===== src/rtl/nrisc_regfile_p.sv =====
// NRISC general-purpose register file: two registered read ports, one write port,
// write-to-read bypass, optional hard-wired zero register and a sequenced clear engine.
module nrisc_regfile_p #(
    parameter int DATA_W  = 16,
    parameter int ADDR_W  = 4,
    parameter int ZERO_R0 = 1
) (
    input  logic              clk,
    input  logic              rst,
    input  logic              clr_req,
    input  logic              write,
    input  logic [ADDR_W-1:0] CORE_REG_RD,
    input  logic [DATA_W-1:0] RD,
    input  logic [ADDR_W-1:0] CORE_REG_RF1,
    input  logic [ADDR_W-1:0] CORE_REG_RF2,
    output logic [DATA_W-1:0] RF1,
    output logic [DATA_W-1:0] RF2,
    output logic              ready
);

    localparam int DEPTH = 1 << ADDR_W;

    typedef enum logic {
        S_CLEAR = 1'b0,
        S_RUN   = 1'b1
    } state_t;

    state_t            state_q, state_d;
    logic [ADDR_W-1:0] cnt_q, cnt_d;
    logic              ready_q, ready_d;
    logic [DATA_W-1:0] rf1_q, rf1_d;
    logic [DATA_W-1:0] rf2_q, rf2_d;

    logic [DATA_W-1:0] mem [DEPTH];

    logic              we_s;
    logic [ADDR_W-1:0] waddr_s;
    logic [DATA_W-1:0] wdata_s;
    logic              wr_ok_s;
    logic              rf1_zero_s;
    logic              rf2_zero_s;

    // Next-state, clear sequencing, write arbitration and read/bypass selection
    always_comb begin
        state_d    = state_q;
        cnt_d      = cnt_q;
        rf1_d      = '0;
        rf2_d      = '0;
        we_s       = 1'b0;
        waddr_s    = CORE_REG_RD;
        wdata_s    = RD;
        rf1_zero_s = (ZERO_R0 != 0) && (CORE_REG_RF1 == '0);
        rf2_zero_s = (ZERO_R0 != 0) && (CORE_REG_RF2 == '0);
        wr_ok_s    = write && !((ZERO_R0 != 0) && (CORE_REG_RD == '0));

        case (state_q)
            S_CLEAR: begin
                // User traffic is ignored; the engine owns the write port.
                we_s    = 1'b1;
                waddr_s = cnt_q;
                wdata_s = '0;
                if (cnt_q == {ADDR_W{1'b1}}) begin
                    cnt_d   = '0;
                    state_d = S_RUN;
                end else begin
                    cnt_d = cnt_q + 1'b1;
                end
            end
            S_RUN: begin
                we_s = wr_ok_s;
                if (rf1_zero_s) begin
                    rf1_d = '0;
                end else if (wr_ok_s && (CORE_REG_RD == CORE_REG_RF1)) begin
                    rf1_d = RD;
                end else begin
                    rf1_d = mem[CORE_REG_RF1];
                end
                if (rf2_zero_s) begin
                    rf2_d = '0;
                end else if (wr_ok_s && (CORE_REG_RD == CORE_REG_RF2)) begin
                    rf2_d = RD;
                end else begin
                    rf2_d = mem[CORE_REG_RF2];
                end
                if (clr_req) begin
                    state_d = S_CLEAR;
                    cnt_d   = '0;
                end else begin
                    state_d = S_RUN;
                end
            end
            default: begin
                state_d = S_CLEAR;
                cnt_d   = '0;
            end
        endcase

        ready_d = (state_d == S_RUN);
    end

    // Control and read-port registers with synchronous reset
    always_ff @(posedge clk) begin
        if (rst) begin
            state_q <= S_CLEAR;
            cnt_q   <= '0;
            ready_q <= 1'b0;
            rf1_q   <= '0;
            rf2_q   <= '0;
        end else begin
            state_q <= state_d;
            cnt_q   <= cnt_d;
            ready_q <= ready_d;
            rf1_q   <= rf1_d;
            rf2_q   <= rf2_d;
        end
    end

    // Storage array; contents are only ever zeroed by the clear engine
    always_ff @(posedge clk) begin
        if (we_s && !rst) begin
            mem[waddr_s] <= wdata_s;
        end
    end

    assign RF1   = rf1_q;
    assign RF2   = rf2_q;
    assign ready = ready_q;

endmodule


===== config.mk =====
export PLATFORM = sky130hd
export DESIGN_NAME = nrisc_regfile_p
export DESIGN_NICKNAME = d
export VERILOG_FILES = /design/src/rtl/nrisc_regfile_p.sv
export SDC_FILE = /design/constraint.sdc
export NUM_CORES = 1
export LEC_CHECK = 0
export BUFFER_PORTS_ARGS = -buffer_cell sky130_fd_sc_hd__buf_2
export CORE_MARGIN = 2
export CORE_UTILIZATION = 35
export CTS_BUF_LIST = sky130_fd_sc_hd__clkbuf_2 sky130_fd_sc_hd__clkbuf_4 sky130_fd_sc_hd__clkbuf_8
export CTS_CLUSTER_SIZE = 40
export DETAILED_ROUTE_END_ITERATION = 8
export SYNTH_ARGS = -nofsm -noshare
export SYNTH_HDL_FRONTEND = slang
export SYNTH_SLANG_ARGS = --single-unit

===== constraint.sdc =====
create_clock -name clk -period 3.7 [get_ports clk]
set_input_delay 0.555 -clock clk [delete_from_list [all_inputs] [get_ports clk]]
set_output_delay 0.555 -clock clk [all_outputs]
set_load 0.03 [all_outputs]

==> flow_metrics.tcl, run 1 <==
set metrics [dict create \
    wl_per_cell_um 23.5 \
    cp.arrival_ns 3.22 \
    drt-initial-drc-count 832 \
    max_stage_delay_ns 0.92 \
    status "finished clean" \
    grt_usage_pct 17.2 \
    start_util_pct 35.6 \
    tns_ns 0 \
    drc 0 \
    power.share.combinational_pct 8.0 \
    synth.distinct_cells 43 \
    fp.dieH_um 200 \
    setup.worst_path.end_class "register" \
    crit_required_ns 4.12 \
    sw_frac_of_total_pct 23.2 \
    final_nets 947 \
    htree_levels 2 \
    synth.ff_latch_count 293 \
    ir_drop_mv 0.184 \
    crit_chain "mux2i_4, xnor2_1, nor3_4, buf_4, and2_1, a211oi_1" \
    cts_tree "done" \
    p_leak_uw 0.00491 \
    area_delta_synth_final_pct 14.2 \
    whs_endpoint "RF1[2]" \
    cts.reportedPaths.clkPinSlew_ns 0.06 \
    die_area_mm2 0.0401 \
    antenna_found_initial 0 \
    clock_latency_ns 0.59 \
    seq_power_share_pct 52.3 \
    reg2reg_from "ready" \
    worst-r2r-setup-slack_ns 0.89 \
    ioPinCount 65 \
    postLayoutCellArea_mm2 0.0154 \
    timing.rr.end "RF1[8]" \
    utilization_pct 40.7 \
    ys_seq_area_share_pct 62.5 \
    cp_slowest_cell "dfxtp_2" \
    syn_area_mm2 0.0135 \
    setup_viol 0 \
    cts_buffers 46 \
    synthCells 832 \
    gp_congestion 0.812 \
    met2_length_um 16400 \
    grt_max_degree 56 \
    drv_slew 0 \
    drt-pass1-iter-count 5 \
    cts.sinks 293 \
    route.antenna.remaining_nets 0 \
    yosysWarnings 0 \
    clock.fmax_mhz 356 \
    ctsHoldBuffers 0 \
    synth_edf_count 256 \
    rsz0062_at_grt "no" \
    cts_resized 0 \
    coreArea_mm2 0.0378 \
    skew_ns 0.0368 \
    async_reset_ff_share_pct 0 \
    min_period_over_period_pct 75.8 \
    syn_area_per_cell_um2 16.2 \
    instances_no_fill 1462 \
    drt-vias-per-instance 5.58 \
    cts_setup_buffers 0 \
    final_cell_mix "edfxtp_1, mux4_2, mux2_2" \
    hold_viol 0 \
    io_buffers 64 \
    fin_crit_ns 2.81 \
    drive_gt1_share_pct 38.1 \
    top_layer_used "met4" \
    final_common_cell "edfxtp_1" \
    drv_cap 0 \
    vias 8154 \
    hpwl_um 21800 \
    fp.dieW_um 200 \
    root_buffer "clkbuf_8" \
    startpoint_type "register" \
    r2r_cells 6 \
    intPower_uw 5300 \
    grt_pass1_wl_um 52500 \
    syn_nets 865 \
    placedCellCount 1377 \
    min_from "RD[2]" \
    clockPowerShare_pct 39.6 \
    cts_buffer_depth 3 \
    fin_hold_ws_ns 0.288 \
    wl_met1_um 14800 \
    holdPathStages 3 \
    worst_slew_pin_slew_ns 0.901 \
    crit_type "register to register" \
    gr-total-overflow 0 \
    wirelength_um 34300 \
    grt_pass1_vias 8395 \
    worstPathMaxFanout 44 \
    antenna_cells 0 \
    hold_path_class "input port to register" \
    maxSlewHeadroom_pct 39.9 \
    dpl_cell_area_mm2 0.0145 \
    switching_power_uw 1600 \
    ys.flop_type "edfxtp_1" \
    powerDensity_mw_per_mm2 448 \
    num_rows 71 \
    wl_met3_um 2610 \
]
cell families after synthesis:
kind of cell	Yosys count	synth area share, %
xor gates and xnor gates	8	0.519
adders and majority gates	1	0.0927
buffers and inverters	86	2.89
DFF	293	62.5
AOI/OAI and AO/OA	208	9.58
and+or+nand+nor	72	2.62
muxes	164	21.8
how the worst max path moves through the flow:
stage	from	endpoint	slack, ns	depth (start not counted)
after floorplan	ready	mem[10][0]	1.09	6
after global placement	ready	RF1[11]	0.91	6
after detailed placement	ready	RF1[14]	0.87	6
after CTS	ready	RF1[14]	0.88	6
after global routing	ready	RF1[12]	0.69	6
final	ready	RF1[8]	0.89	6
cell usage after synthesis (3+ instances only):
cell	count	area, um^2
edfxtp_1	256	7690
mux4_2	96	2160
mux2_2	64	721
o21ai_0	62	310
a21oi_1	38	190
dfxtp_1	37	741
clkbuf_1	36	135
a22oi_1	33	248
o22ai_1	32	200
a211oi_1	31	233
nor2_1	25	93.8
nand2_1	23	86.3
buf_2	20	100
inv_1	20	75.1
xnor2_1	8	70.1
nand2b_1	6	37.5
buf_4	5	37.5
buf_6	3	33.8
nor2b_1	3	18.8
o21ai_1	3	15.0
critical path: cells and delay by family, from the launching register on:
family / cells / cell delay [ns]
compound gates: 1 / 0.16
buf+inv: 1 / 0.25
mux: 1 / 0.42
flops: 1 / 0.92
simple gates: 2 / 0.75
xor+xnor: 1 / 0.15
through the flow:
stage | total power (uW) | setup slack, ns
floorplan | 4050 | 1.09
global placement | 4230 | 0.907
detailed placement | 4230 | 0.875
CTS | 6950 | 0.879
global route | 7140 | 0.690
finish | 6900 | 0.895
power groups by stage:
stage	clock network, uW	logic, uW	registers (uW)
2_1_floorplan	0	377	3670
3_3_place_gp	0	550	3680
3_5_place_dp	0	551	3680
4_1_cts	2790	552	3610
5_1_grt	2940	593	3610
6_report	2730	555	3610
flip-flops by register name (all words and copies together), names as in the netlist:
register,cells
RF2,16
RF1,16
cnt_q,4
mem,256
ready,1
layout make-up:
cell class | instances | area [um^2]
fill | 3475 | 22400
sequential | 293 | 8430
multi-input combinational | 453 | 4710
clock buffer | 63 | 798
tap | 511 | 639
timing repair buffer | 100 | 626
clock inverter | 22 | 130
inverter | 20 | 75.1
layer usage:
metal  vias to the layer above  global-route usage [%]
met2                       336                    28.1
met5                         -                       0
li1                       3571                       -
met3                        45                    3.48
met1                      4202                    23.4
met4                         0                    4.37
(Power assumes the default switching activity.)
==> run 2: changes to the inputs <==
- clock period: 3.7 -> 2.3 ns (I/O delays scaled with it)
==> run 2 against run 1 <==
Against the previous run: critical path type unchanged; highest routed layer unchanged; count of clock-buffer cells in the layout rose by 10; setup slack got worse by 0.80 ns; global-route usage rose by 2.4 points; sequential share of layout area fell by 3.0 points; final area rose by 5.8%.
==> flow_metrics.tcl, run 2 (synthesis results as in run 1) <==
set metrics [dict create \
    status "finished clean" \
    drv_slew 0 \
    hold_viol 0 \
    cpLargestDelayFamily "simple AND/OR/NAND/NOR gates" \
    cts_tree "done" \
    met2_length_um 18000 \
    grt_max_degree 35 \
    crit_type "register to register" \
    wl_met3_um 2990 \
    intPower_uw 8940 \
    rsz0062_at_grt "no" \
    crit_required_ns 2.57 \
    drt-initial-drc-count 843 \
    reg2reg_from "ready" \
    worstPathMaxFanout 16 \
    crit_buf_inv 1 \
    power.share.combinational_pct 8.7 \
    clockPowerShare_pct 41.5 \
    ioPinCount 65 \
    setup.worst_path.end_class "register" \
    area_delta_synth_final_pct 20.8 \
    startpoint_type "register" \
    seq_power_share_pct 49.7 \
    vias 8686 \
    wirelength_um 39600 \
    nFillCells 3387 \
    crit_chain "nor3b_1, a221o_1, or3_1, nor2_2, buf_12" \
    cp.arrival_ns 2.47 \
    antenna_found_initial 0 \
    endpoint "mem[2][13]" \
    route.antenna.remaining_nets 0 \
    gp_congestion 0.802 \
    hpwl_um 25400 \
    skew_ns 0.0267 \
    setup_viol 0 \
    clock.fmax_mhz 454 \
    io_buffers 64 \
    worst_slew_pin_slew_ns 0.855 \
    r2r_cells 5 \
    ir_drop_mv 0.328 \
    fp.dieW_um 200 \
    fin_crit_ns 2.20 \
    hold_path_class "input port to register" \
    largest_register_ffs 256 \
    fp.dieH_um 200 \
    cts_setup_buffers 0 \
    num_rows 71 \
    p_leak_uw 0.00532 \
    grt_pass1_wl_um 57800 \
    htree_levels 2 \
    max_stage_delay_ns 0.50 \
    drv_cap 0 \
    cts_buffers 48 \
    final_cell_mix "edfxtp_1, mux4_2, mux2_2" \
    fin_ws_ns 0.0983 \
    start_util_pct 35.6 \
    cp_slowest_cell "or3_1" \
    cts.reportedPaths.clkPinSlew_ns 0.06 \
    tns_ns 0 \
    startpoint "ready" \
    antenna_cells 0 \
    worstSetupPathDepth 5 \
    top_layer_used "met4" \
    grt_usage_pct 19.5 \
    gr-total-overflow 0 \
    fin_hold_ws_ns 0.0625 \
    wl_met1_um 17300 \
    sw_frac_of_total_pct 23.4 \
    final_common_cell "edfxtp_1" \
    drt-pass1-iter-count 5 \
    root_buffer "clkbuf_8" \
    wl_per_cell_um 26.1 \
    drc 0 \
    drive_gt1_share_pct 42.3 \
    regMostFlops "mem" \
    switching_power_uw 2730 \
    cts_buffer_depth 3 \
    final_nets 1000 \
    die_area_mm2 0.0401 \
    min_period_over_period_pct 95.7 \
    maxSlewHeadroom_pct 42.7 \
    drt-vias-per-instance 5.73 \
    worst-r2r-setup-slack_ns 0.1 \
    place_ws_ns 0.134 \
    timing.rr.end "mem[2][13]" \
    grt_pass1_vias 9066 \
    clock_latency_ns 0.59 \
    coreArea_mm2 0.0378 \
    cts.sinks 293 \
    powerDensity_mw_per_mm2 717 \
]
==> run 2: cell types whose count changed in the layout (fill, tap and decap cells not counted), moves of 3 or more <==
cell / delta
clkbuf_8: +3
buf_12: +28
buf_4: +23
clkinv_1: -7
clkbuf_4: +7
nor2_2: -3
nor2_4: +5
==> run 2: worst reg2reg max path: cells and delay by family (launching register included) <==
kind,cells,cell delay (ns)
simple gates,3,0.90
flops,1,0.41
compound gates,1,0.39
buf+inv,1,0.19
==> run 2: per-layer routing <==
metal | track usage, % | vias up
met5 | 0 | -
met4 | 7.49 | 0
met3 | 3.66 | 95
met2 | 29.7 | 413
met1 | 27.8 | 4491
li1 | - | 3687
==> run 2: through the flow <==
step           utilization (%)  total power [uW]  cell area (um^2)  cells
2_1_floorplan                -              6520             13500    832
3_3_place_gp              40.3              6910             15300   1428
3_5_place_dp              40.3              6930             15300   1428
4_1_cts                   43.0             11800             16300   1517
5_1_grt                   43.1             12000             16300   1517
6_report                  43.1             11700             16300   1517
==> run 2: power by group through the flow <==
stage	sequential [uW]	combinational, uW	clock, uW
after floorplan	5900	613	0
final	5810	1020	4850
after CTS	5810	1010	4950
after global routing	5810	1070	5150
after global placement	5910	1000	0
after detailed placement	5920	1010	0
==> run 2: area by class of cell <==
cell class / instances / area, um^2 / share of cell area (%)
clock inverter: 16 / 135 / 0.829
multi-input combinational: 453 / 4770 / 29.3
tap: 511 / 639 / 3.92
sequential: 293 / 8430 / 51.7
clock buffer: 73 / 892 / 5.47
timing repair buffer: 151 / 1360 / 8.34
inverter: 20 / 75.1 / 0.461
==> run 2: worst min path at each step <==
stage                     startpoint  endpoint  slack, ns  cells after the start
after global routing             rst  cnt_q[1]       0.06                      2
after global placement      cnt_q[1]  cnt_q[1]       0.56                      2
after floorplan             cnt_q[1]  cnt_q[1]       0.52                      2
after detailed placement    cnt_q[1]  cnt_q[1]       0.58                      2
final                            rst     ready       0.06                      2
after CTS                        rst     ready       0.03                      2
==> run 2: repair_timing <==
item / CTS / global route
endpoints found under the setup margin: 0 / 10
endpoints found under the hold margin: 0 / 0
gates resized for setup: 0 / 1
hold buffers: 0 / 0
==> run 3: changes to the inputs <==
- ABC_AREA: unset -> 1
==> run 3 against run 2 <==
Against the previous run: routed wire length is 29% higher; final area rose by 13%; count of clock-buffer cells in the layout did not move; register-to-register slack better by 0.096 ns; global-route usage increased by 2.2 points; combinational power grew 23%; area after synthesis rose by 19%; setup slack improved by 0.096 ns; clock power is 3% higher; non-clock buffer count fell by 10; worst hold slack worse by 0.020 ns; largest cell class unchanged.
==> flow_metrics.tcl, run 3 <==
set metrics [dict create \
    die_area_mm2 0.0475 \
    synth.distinct_cells 31 \
    maxSlewHeadroom_pct 44.1 \
    coreArea_mm2 0.0453 \
    regMostFlops "mem" \
    synth_top_area_share_pct 48.0 \
    rsz0062_at_grt "no" \
    tns_ns 0 \
    dpl_cell_area_mm2 0.0174 \
    antenna_found_initial 1 \
    grt_usage_pct 21.8 \
    root_buffer "clkbuf_8" \
    seq_power_share_pct 48.2 \
    yosysWarnings 0 \
    min_period_over_period_pct 91.5 \
    status "finished clean" \
    synth.ff_latch_count 293 \
    synth_edf_count 256 \
    largest_register_ffs 256 \
    worstPathMaxFanout 18 \
    syn_area_mm2 0.0160 \
    num_rows 78 \
    grt_pass1_vias 13800 \
    crit_chain "buf_4, nand2_1, nand3_1, nand2_1, nor2_4, nand3_1, nand2_1, nor2_1" \
    final_nets 2156 \
    fp.dieW_um 218 \
    synthAdderAreaFrac_pct 0.0782 \
    power.share.combinational_pct 10.4 \
    synth_most_common_cell "nand2_1" \
    ir_drop_mv 0.354 \
    start_util_pct 35.4 \
    cts_tree "done" \
    cts.reportedPaths.clkPinSlew_ns 0.06 \
    setup_viol 0 \
    synthXorXnorAreaFrac_pct 0 \
    clock_latency_ns 0.65 \
    postLayoutCellArea_mm2 0.0184 \
    drv_slew 0 \
    wirelength_um 51100 \
    p_leak_uw 0.00862 \
    ys.flop_type "edfxtp_1" \
    hold_path_class "input port to register" \
    synth_compound_area_share_pct 0.672 \
    fin_crit_ns 2.11 \
    final_cell_mix "nand2_1, nand3_1, inv_1" \
    async_reset_ff_share_pct 0 \
    drv_cap 0 \
    drt-pass1-iter-count 8 \
    hold_viol 0 \
    drive_gt1_share_pct 14.8 \
    synth_area_leaders "edfxtp_1, nand2_1, nand3_1" \
    area_delta_synth_final_pct 15.1 \
    syn_nets 2072 \
    syn_area_per_cell_um2 7.85 \
    gp_congestion 0.917 \
    crit_type "register to register" \
    powerDensity_mw_per_mm2 653 \
    crit_buf_inv 1 \
    cts_buffer_depth 3 \
    synth_top_family_by_area "simple AND/OR/NAND/NOR gates" \
    switching_power_uw 3160 \
    max_stage_delay_ns 0.53 \
    drt-initial-drc-count 1398 \
    drc 0 \
    gr-total-overflow 0 \
    intPower_uw 8880 \
    synthCells 2039 \
    setup.worst_path.end_class "register" \
    crit_required_ns 2.83 \
    route.antenna.remaining_nets 0 \
    grt_pass1_wl_um 78900 \
    cp.arrival_ns 2.64 \
    ioPinCount 65 \
    skew_ns 0.0184 \
    io_buffers 64 \
    ys_seq_area_share_pct 52.6 \
    cts_setup_buffers 0 \
    sw_frac_of_total_pct 26.2 \
    startpoint_type "register" \
    muxShareOfSynthArea_pct 0 \
    grt_max_degree 78 \
    clock.fmax_mhz 475 \
    synthSimpleGateAreaFrac_pct 35.3 \
    hpwl_um 34100 \
    final_common_cell "nand2_1" \
    cts_buffers 51 \
    fp.dieH_um 218 \
    drt-vias-per-instance 5.04 \
    synth_top_cell_by_area "edfxtp_1" \
    cts.sinks 293 \
    cpLargestDelayFamily "simple AND/OR/NAND/NOR gates" \
    synthTopCellsByCount "nand2_1, nand3_1, inv_1, edfxtp_1, buf_2" \
    htree_levels 2 \
    clockPowerShare_pct 41.4 \
    path_common_cell "nand2_1" \
    worst_slew_pin_slew_ns 0.838 \
    cp_slowest_cell "dfxtp_1" \
    vias 13900 \
    wl_per_cell_um 18.5 \
]
[run 3: changes by cell type in the layout (fill, tap and decap cells not counted), moves of 10 or more]
cell	previous run	this run
a21oi_1	38	4
nand2_1	23	782
nor2_1	9	31
inv_1	20	318
nand3_1	2	399
o21ai_0	62	1
nor2_2	13	59
mux4_2	96	0
a22oi_1	33	0
nand2_2	0	12
a211oi_1	31	0
buf_12	30	20
mux2_2	64	0
o22ai_1	32	0
[run 3: final cells by class]
| cell class | instances | area (um^2) |
|---|---|---|
| Antenna cell | 1 | 2.50 |
| Clock buffer | 73 | 936 |
| Clock inverter | 20 | 123 |
| Fill cell | 4560 | 26900 |
| Inverter | 326 | 1230 |
| Multi-Input combinational cell | 1310 | 5810 |
| Sequential cell | 293 | 8430 |
| Tap cell | 600 | 751 |
| Timing Repair Buffer | 141 | 1160 |
[run 3: power by group through the flow]
stage               clock (uW)  combinational (uW)  sequential [uW]
floorplan                    0                 807             5900
global placement             0                1230             5910
detailed placement           0                1240             5910
CTS                       5090                1240             5800
global route              5290                1360             5800
finish                    4990                1250             5800
[run 3: path summary, 6_finish.rpt]
kind | startpoint | slack (ns) | depth (start not counted) | to
max | ready | 0.19 | 8 | RF2[10]
min | clr_req | 0.04 | 4 | cnt_q[2]
max reg2reg | ready | 0.19 | 8 | RF2[10]
min reg2reg | cnt_q[2] | 0.52 | 2 | cnt_q[2]
[run 3: routing by layer]
| layer | global-route usage [%] | share of wire [%] | vias up |
|---|---|---|---|
| li1 | - | - | 6591 |
| met1 | 26.4 | 40 | 6622 |
| met2 | 37.5 | 49 | 573 |
| met4 | 12.1 | 4.7 | 0 |
| met3 | 2.64 | 6.1 | 135 |
| met5 | 0 | 0 | - |
[run 3: logic make-up after synthesis]
kind of cell,count (synthesis)
simple gates,1298
flops,293
fa+ha+maj,1
buf+inv,436
compound gates,11
[run 3: worst reg2reg max path: cells and delay by family, from the launching register on]
family                 cells  cell delay, ns
buffers and inverters      1            0.29
flip-flops                 1            0.53
AND/OR/NAND/NOR            7            1.19
[run 3: stage by stage]
step	total power [uW]	setup slack (ns)	util (%)	hold WS, ns	cells
floorplan	6710	0.0181	-	0.414	2039
global placement	7140	0.155	38.3	0.501	2669
detailed placement	7150	0.136	38.3	0.502	2669
CTS	12100	0.188	40.7	0.00603	2763
global route	12500	0.0158	40.7	0.0488	2764
finish	12000	0.195	40.7	0.0426	2764
[run 3: what timing repair did]
item                                    in CTS  in global routing
endpoints found under the setup margin       0                  1
hold buffers                                 1                  0
endpoints found under the hold margin        4                  0
gates resized for setup                      0                  0
